File: src/rtl/vga_sync_recv.sv
// vga_sync_recv: locks onto an incoming hsync/vsync stream of known geometry and,
// once locked, recovers the visible pixel coordinate and data-enable.
module vga_sync_recv #(
  parameter int unsigned H_PULSE    = 96,
  parameter int unsigned H_BACK     = 144,
  parameter int unsigned H_VIS_END  = 784,
  parameter int unsigned H_TOTAL    = 800,
  parameter int unsigned V_PULSE    = 2,
  parameter int unsigned V_BACK     = 35,
  parameter int unsigned V_VIS_END  = 515,
  parameter int unsigned V_TOTAL    = 525,
  parameter int unsigned LOCK_LINES = 4
) (
  input  logic       clk,
  input  logic       i_rst_n,
  input  logic       i_px_en,
  input  logic       i_hsync,
  input  logic       i_vsync,
  output logic       o_locked,
  output logic       o_de,
  output logic [9:0] o_x,
  output logic [9:0] o_y,
  output logic       o_frame_start,
  output logic       o_line_err
);

  localparam int unsigned CW = 10;
  localparam int unsigned GW = 4;
  localparam logic [CW-1:0] CNT_MAX = '1;

  typedef enum logic [1:0] {
    S_SEARCH = 2'd0,
    S_HLOCK  = 2'd1,
    S_LOCKED = 2'd2
  } state_t;

  state_t          r_state;
  state_t          w_state_nx;
  logic [GW-1:0]   r_good_cnt;
  logic [GW-1:0]   w_good_cnt_nx;
  logic            r_v_seen;
  logic            w_v_seen_nx;
  logic            w_frame_start;
  logic            w_line_err;

  logic            r_hs_q;
  logic            r_vs_q;
  logic [CW-1:0]   r_hcnt;
  logic [CW-1:0]   r_vcnt;
  logic            r_hw_bad;
  logic            r_hfall_seen;
  logic            r_vfall_ok;

  logic            r_locked;
  logic            r_de;
  logic [CW-1:0]   r_x;
  logic [CW-1:0]   r_y;
  logic            r_frame_start;
  logic            r_line_err;

  logic            w_h_rise;
  logic            w_h_fall;
  logic            w_v_rise;
  logic            w_v_fall;
  logic            w_line_bad;
  logic            w_frame_bad;
  logic            w_h_lost;
  logic [CW-1:0]   w_hcnt_nx;
  logic [CW-1:0]   w_vcnt_nx;
  logic            w_de;

  // Edge detection and line/frame verdicts, all against pre-update counters
  assign w_h_rise    = i_px_en & i_hsync & ~r_hs_q;
  assign w_h_fall    = i_px_en & ~i_hsync & r_hs_q;
  assign w_v_rise    = w_h_rise & i_vsync & ~r_vs_q;
  assign w_v_fall    = w_h_rise & ~i_vsync & r_vs_q;
  assign w_line_bad  = w_h_rise &
                       ~((r_hcnt == CW'(H_TOTAL - 1)) & r_hfall_seen & ~r_hw_bad);
  assign w_frame_bad = w_v_rise & ~((r_vcnt == CW'(V_TOTAL - 1)) & r_vfall_ok);
  assign w_h_lost    = i_px_en & ~w_h_rise & (r_hcnt == (CNT_MAX - CW'(1)));

  // Post-update counter values; both saturate instead of wrapping
  assign w_hcnt_nx = w_h_rise ? '0 :
                     (r_hcnt == CNT_MAX) ? r_hcnt : r_hcnt + CW'(1);
  assign w_vcnt_nx = w_v_rise ? '0 :
                     (w_h_rise && (r_vcnt != CNT_MAX)) ? r_vcnt + CW'(1) : r_vcnt;

  assign w_de = (w_state_nx == S_LOCKED) &
                (w_hcnt_nx >= CW'(H_BACK)) & (w_hcnt_nx < CW'(H_VIS_END)) &
                (w_vcnt_nx >= CW'(V_BACK)) & (w_vcnt_nx < CW'(V_VIS_END));

  // Lock state register with good-line counter and frame-arming flag
  always_ff @(posedge clk or negedge i_rst_n) begin
    if (!i_rst_n) begin
      r_state    <= S_SEARCH;
      r_good_cnt <= '0;
      r_v_seen   <= 1'b0;
    end else begin
      r_state    <= w_state_nx;
      r_good_cnt <= w_good_cnt_nx;
      r_v_seen   <= w_v_seen_nx;
    end
  end

  // Lock next-state: SEARCH counts good lines, HLOCK measures one frame, LOCKED checks all
  always_comb begin
    w_state_nx    = r_state;
    w_good_cnt_nx = r_good_cnt;
    w_v_seen_nx   = r_v_seen;
    w_frame_start = 1'b0;
    w_line_err    = 1'b0;
    if (i_px_en) begin
      unique case (r_state)
        S_SEARCH: begin
          w_v_seen_nx = 1'b0;
          if (w_line_bad || w_h_lost || w_frame_bad) begin
            w_good_cnt_nx = '0;
          end else if (w_h_rise) begin
            if (r_good_cnt == GW'(LOCK_LINES - 1)) begin
              w_good_cnt_nx = '0;
              w_state_nx    = S_HLOCK;
            end else begin
              w_good_cnt_nx = r_good_cnt + GW'(1);
            end
          end
        end
        S_HLOCK: begin
          if (w_line_bad || w_h_lost || (w_frame_bad && r_v_seen)) begin
            w_state_nx  = S_SEARCH;
            w_v_seen_nx = 1'b0;
            w_line_err  = 1'b1;
          end else if (w_v_rise) begin
            if (r_v_seen) begin
              w_state_nx    = S_LOCKED;
              w_frame_start = 1'b1;
            end else begin
              w_v_seen_nx = 1'b1;
            end
          end
        end
        S_LOCKED: begin
          if (w_line_bad || w_h_lost || w_frame_bad) begin
            w_state_nx  = S_SEARCH;
            w_v_seen_nx = 1'b0;
            w_line_err  = 1'b1;
          end else if (w_v_rise) begin
            w_frame_start = 1'b1;
          end
        end
        default: begin
          w_state_nx = S_SEARCH;
        end
      endcase
    end
  end

  // Sampling, counters, pulse-width flags and registered outputs
  always_ff @(posedge clk or negedge i_rst_n) begin
    if (!i_rst_n) begin
      r_hs_q        <= 1'b0;
      r_vs_q        <= 1'b0;
      r_hcnt        <= '0;
      r_vcnt        <= '0;
      r_hw_bad      <= 1'b0;
      r_hfall_seen  <= 1'b0;
      r_vfall_ok    <= 1'b0;
      r_locked      <= 1'b0;
      r_de          <= 1'b0;
      r_x           <= '0;
      r_y           <= '0;
      r_frame_start <= 1'b0;
      r_line_err    <= 1'b0;
    end else begin
      r_frame_start <= w_frame_start;
      r_line_err    <= w_line_err;
      if (i_px_en) begin
        r_hs_q <= i_hsync;
        r_hcnt <= w_hcnt_nx;
        r_vcnt <= w_vcnt_nx;
        if (w_h_rise) begin
          r_vs_q       <= i_vsync;
          r_hw_bad     <= 1'b0;
          r_hfall_seen <= 1'b0;
        end else if (w_h_fall) begin
          r_hfall_seen <= 1'b1;
          if (r_hcnt != CW'(H_PULSE - 1)) r_hw_bad <= 1'b1;
        end
        if (w_v_rise) begin
          r_vfall_ok <= 1'b0;
        end else if (w_v_fall) begin
          r_vfall_ok <= (r_vcnt == CW'(V_PULSE - 1));
        end
        r_locked <= (w_state_nx == S_LOCKED);
        r_de     <= w_de;
        r_x      <= w_de ? (w_hcnt_nx - CW'(H_BACK)) : '0;
        r_y      <= w_de ? (w_vcnt_nx - CW'(V_BACK)) : '0;
      end
    end
  end

  assign o_locked      = r_locked;
  assign o_de          = r_de;
  assign o_x           = r_x;
  assign o_y           = r_y;
  assign o_frame_start = r_frame_start;
  assign o_line_err    = r_line_err;

endmodule

File: config.mk
export PLATFORM = sky130hd
export DESIGN_NAME = vga_sync_recv
export DESIGN_NICKNAME = d
export VERILOG_FILES = /design/src/rtl/vga_sync_recv.sv
export SDC_FILE = /design/constraint.sdc
export NUM_CORES = 1
export LEC_CHECK = 0
export BUFFER_PORTS_ARGS = -buffer_cell sky130_fd_sc_hd__buf_4
export CAP_MARGIN = 20
export CORE_ASPECT_RATIO = 1.75
export CORE_MARGIN = 1
export CORE_UTILIZATION = 60
export CTS_CLUSTER_SIZE = 28
export DETAILED_ROUTE_END_ITERATION = 10
export PLACE_DENSITY_LB_ADDON = 0.1
export SLEW_MARGIN = 30
export SYNTH_ARGS = -nofsm -noshare
export SYNTH_HDL_FRONTEND = slang
export SYNTH_SLANG_ARGS = --single-unit
File: constraint.sdc
create_clock -name clk -period 5.69 [get_ports clk]
set_clock_uncertainty 0.15 [all_clocks]
set_input_delay 1.138 -clock clk [delete_from_list [all_inputs] [get_ports clk]]
set_output_delay 1.138 -clock clk [all_outputs]
set_load 0.03 [all_outputs]
==> results.md <==
* Synth Area in Simple Gates at 20.2%
* Core area at 6130 um2
* Cells along the critical path: buf_4 -> and3b_1 -> o21ai_0 -> nand2_1 -> o31ai_1 -> ha_1 -> nor4_1 -> o211ai_1 -> mux2i_4 -> buf_4 -> o32ai_2
* Synth area leaders: dfrtp_1 (37%), o32ai_2 (7.7%), ha_1 (4.6%), inv_1 (4.3%), nand2_1 (3.0%)
* Die area at 6670 um2
* Critical path capture point type: flop
* Wire per inst at 18.0 um
* Diodes inserted at 0
* Max_slew headroom at 51.6%
* Clk buf depth at 2
* Power per cell area at 298 nW/um2
* Final setup viols at 0
* Sequential fraction of the synthesis area at 36.9%
* Hold crit path type: flop to flop
* Mux cell area share after synthesis at 3.42%
* Synth Area in Compound Gates at 25.0%
* Die Y at 107 um
* Crit path top cell by count: buf_4
* TritonCTS clock tree: yes
* Fill cells at 505
* Final Hold Viols at 0
* Routed wire length at 8990 um
* Final Max Tran Viols at 0
* Most frequent cell after synthesis: dfrtp_1
* PnR worst setup slack at 1.59 ns
* CP max FO at 48
* Max IR drop VDD at 0.184 mV
* Syn_area_per_cell at 9.41 um2
* Gpl congestion at 0.946
* Startpoint type of the worst setup path: input pin
* Unrepaired setup endpoints after global routing: no
* Kind of critical path: input pin to flop
* CP max stage delay at 0.51 ns
* Synth top cells by count: dfrtp_1 (56), inv_1 (44), nand2_1 (30)
* Core Rows at 38
* Lkg Pwr at 1.79 nW
* Cells after Synth at 404
* Clock Sinks at 56
* GR Overflow Total at 0
* Clk_lat worst skew at 0.32 ns
* Post-Synth Adder-Cell Area at 4.61%
* Starting Density at 62.0%
* Worst-path clk slew at 0.11 ns
* CTS Buf Count at 5
* Status: finished, final reports clean
* Post-DR vias/cell at 6.48
* Vias at 3,239
* Least-Margin Pin Slew at 0.721 ns
* Post-Syn Nets at 423
* Power consumption at 1.24 mW
* YS warnings at 0
* Post-CTS Setup Repair Bufs at 0
* Synth-to-layout area growth at 9.54%
* Pre-antenna DRT Iters at 7
* Async S/R FF share, synth at 100%
* Vias in the first global route at 3,148
* WHS at 0.357 ns
* Hold buffers post-CTS at 0
* Worst R2R Start: r_hcnt[0]$_DFFE_PN0P_
* DR DRC count at 0
* Peak Freq at 0.244 GHz
* Post-synth top flop: dfrtp_1
* HP Start: o_x[7]$_DFFE_PN0P_
* Max_cap viols at 0
* Mapped cell area at 3800 um2
* Number of synthesized register bits at 56
* Min Tclk post-route at 4.10 ns
* Post-synth EDFFs at 0
* Total negative slack at 0 ns
* Library cells used by synthesis at 68
* Final period utilization at 72.0%
* Resized cells post-CTS at 0
* Worst Setup SP: i_px_en
* Main combinational cell family by area after synthesis: compound AO/OA/AOI/OAI gates
* Hpwl dp at 6560 um
* Largest net degree at the start of global routing at 57
* Global-route wire length before repair at 15,000 um
* Worst path required time at 5.73 ns
* Num ports at 29
* Post-synth top area cell: dfrtp_1
* Synth Area in XOR/XNOR at 2.53%
* Post-Place Worst Slack at 1.24 ns
* Die X at 62.2 um
* CP max-delay cell: nor4_1
* Final ANT Viol Nets at 0
* Initial drt markers at 332
* Port buffer count at 28
* Yosys top cell area share at 36.9%
* Share of layout cells above drive strength 1 at 19.3%
* Root buf cell: clkbuf_8
* Data arrival, critical path at 4.14 ns
* Initial antenna violation count at 0
* H-Tree Depth at 2
* Tot GR Track Use at 28.6%
* Nets at 438
final cells by class:
class | count | area, um2 | area share [%]
tap | 80 | 100 | 2.40
multi-input combinational | 279 | 2130 | 51.2
timing repair buffer | 33 | 248 | 5.95
clock buffer | 5 | 68.8 | 1.65
clock inverter | 3 | 50.0 | 1.20
sequential | 56 | 1400 | 33.6
inverter | 44 | 165 | 3.97
report_power, final:
group	switching (mW)	total [mW]	internal [mW]	leakage [nW]
Sequential	0.0818	0.529	0.447	0.756
Clock	0.145	0.281	0.136	0.0607
Combinational	0.265	0.432	0.167	0.977
Total	0.491	1.24	0.750	1.79
per-stage QoR:
stage	util, %	instances	area, um2
after global placement	66.0	492	4050
after floorplan	-	404	3800
after global routing	67.9	500	4170
after detailed placement	66.0	492	4050
final	67.9	500	4170
after CTS	67.9	500	4170
cell families after synthesis:
family / Yosys count
fa+ha+maj: 14
flops: 56
compound gates: 109
xor+xnor: 11
simple gates: 133
buf+inv: 69
mux: 12
final timing paths:
kind                            slack (ns)                    end  depth (start not counted)
worst max register to register        2.03     o_x[7]$_DFFE_PN0P_                          9
min in group asynchronous             0.69  r_vcnt[9]$_DFFE_PN0P_                          1
worst min-delay path                  0.36     o_x[7]$_DFFE_PN0P_                          2
worst min register to register        0.36     o_x[7]$_DFFE_PN0P_                          2
worst max-delay path                  1.59     o_x[3]$_DFFE_PN0P_                         11
max in group asynchronous             4.22   r_state[0]$_DFF_PN0_                          1
placed cells by master (no fill, tap or decap), types with 3 or more instances in the layout:
| cell | count |
|---|---|
| nand2_1 | 30 |
| o22ai_1 | 3 |
| and4_1 | 7 |
| nand2b_1 | 7 |
| ha_1 | 14 |
| a311oi_1 | 4 |
| nand4_1 | 4 |
| xnor2_1 | 6 |
| a21oi_1 | 17 |
| nor3_1 | 6 |
| buf_4 | 33 |
| dfrtp_1 | 56 |
| or3_1 | 3 |
| o31ai_1 | 6 |
| o32ai_2 | 18 |
| clkbuf_8 | 5 |
| nand3_1 | 16 |
| and4b_1 | 3 |
| nor4_1 | 10 |
| mux2i_1 | 3 |
| and3_1 | 4 |
| o21ai_0 | 11 |
| o211ai_1 | 8 |
| a31oi_1 | 11 |
| mux2_2 | 8 |
| inv_1 | 44 |
| and2_1 | 8 |
| a211oi_1 | 4 |
| xor2_1 | 5 |
| nor2_1 | 17 |
| o21ai_1 | 5 |
critical path: cells and delay by family:
family / cells / cell delay [ns]
AO/OA/AOI/OAI: 4 / 0.60
adder cells (fa/ha/maj): 1 / 0.28
buffers and inverters: 2 / 0.81
multiplexers: 1 / 0.39
AND/OR/NAND/NOR: 3 / 0.91
registers in the layout, indices dropped and copies added (netlist names):
signal / cells
o_de: 1
o_frame_start: 1
o_line_err: 1
o_locked: 1
o_x: 10
o_y: 10
r_good_cnt: 4
r_hcnt: 10
r_hfall_seen: 1
r_hs_q: 1
r_hw_bad: 1
r_state: 2
r_v_seen: 1
r_vcnt: 10
r_vfall_ok: 1
r_vs_q: 1
metal layers:
layer	global-route usage (%)	vias up	share of wire [%]
met5	0	-	0
met3	2.97	34	3.7
met2	51.5	118	53
met1	33.1	1559	39
li1	-	1528	-
met4	15.4	0	4.5
(Power assumes the default switching activity.)
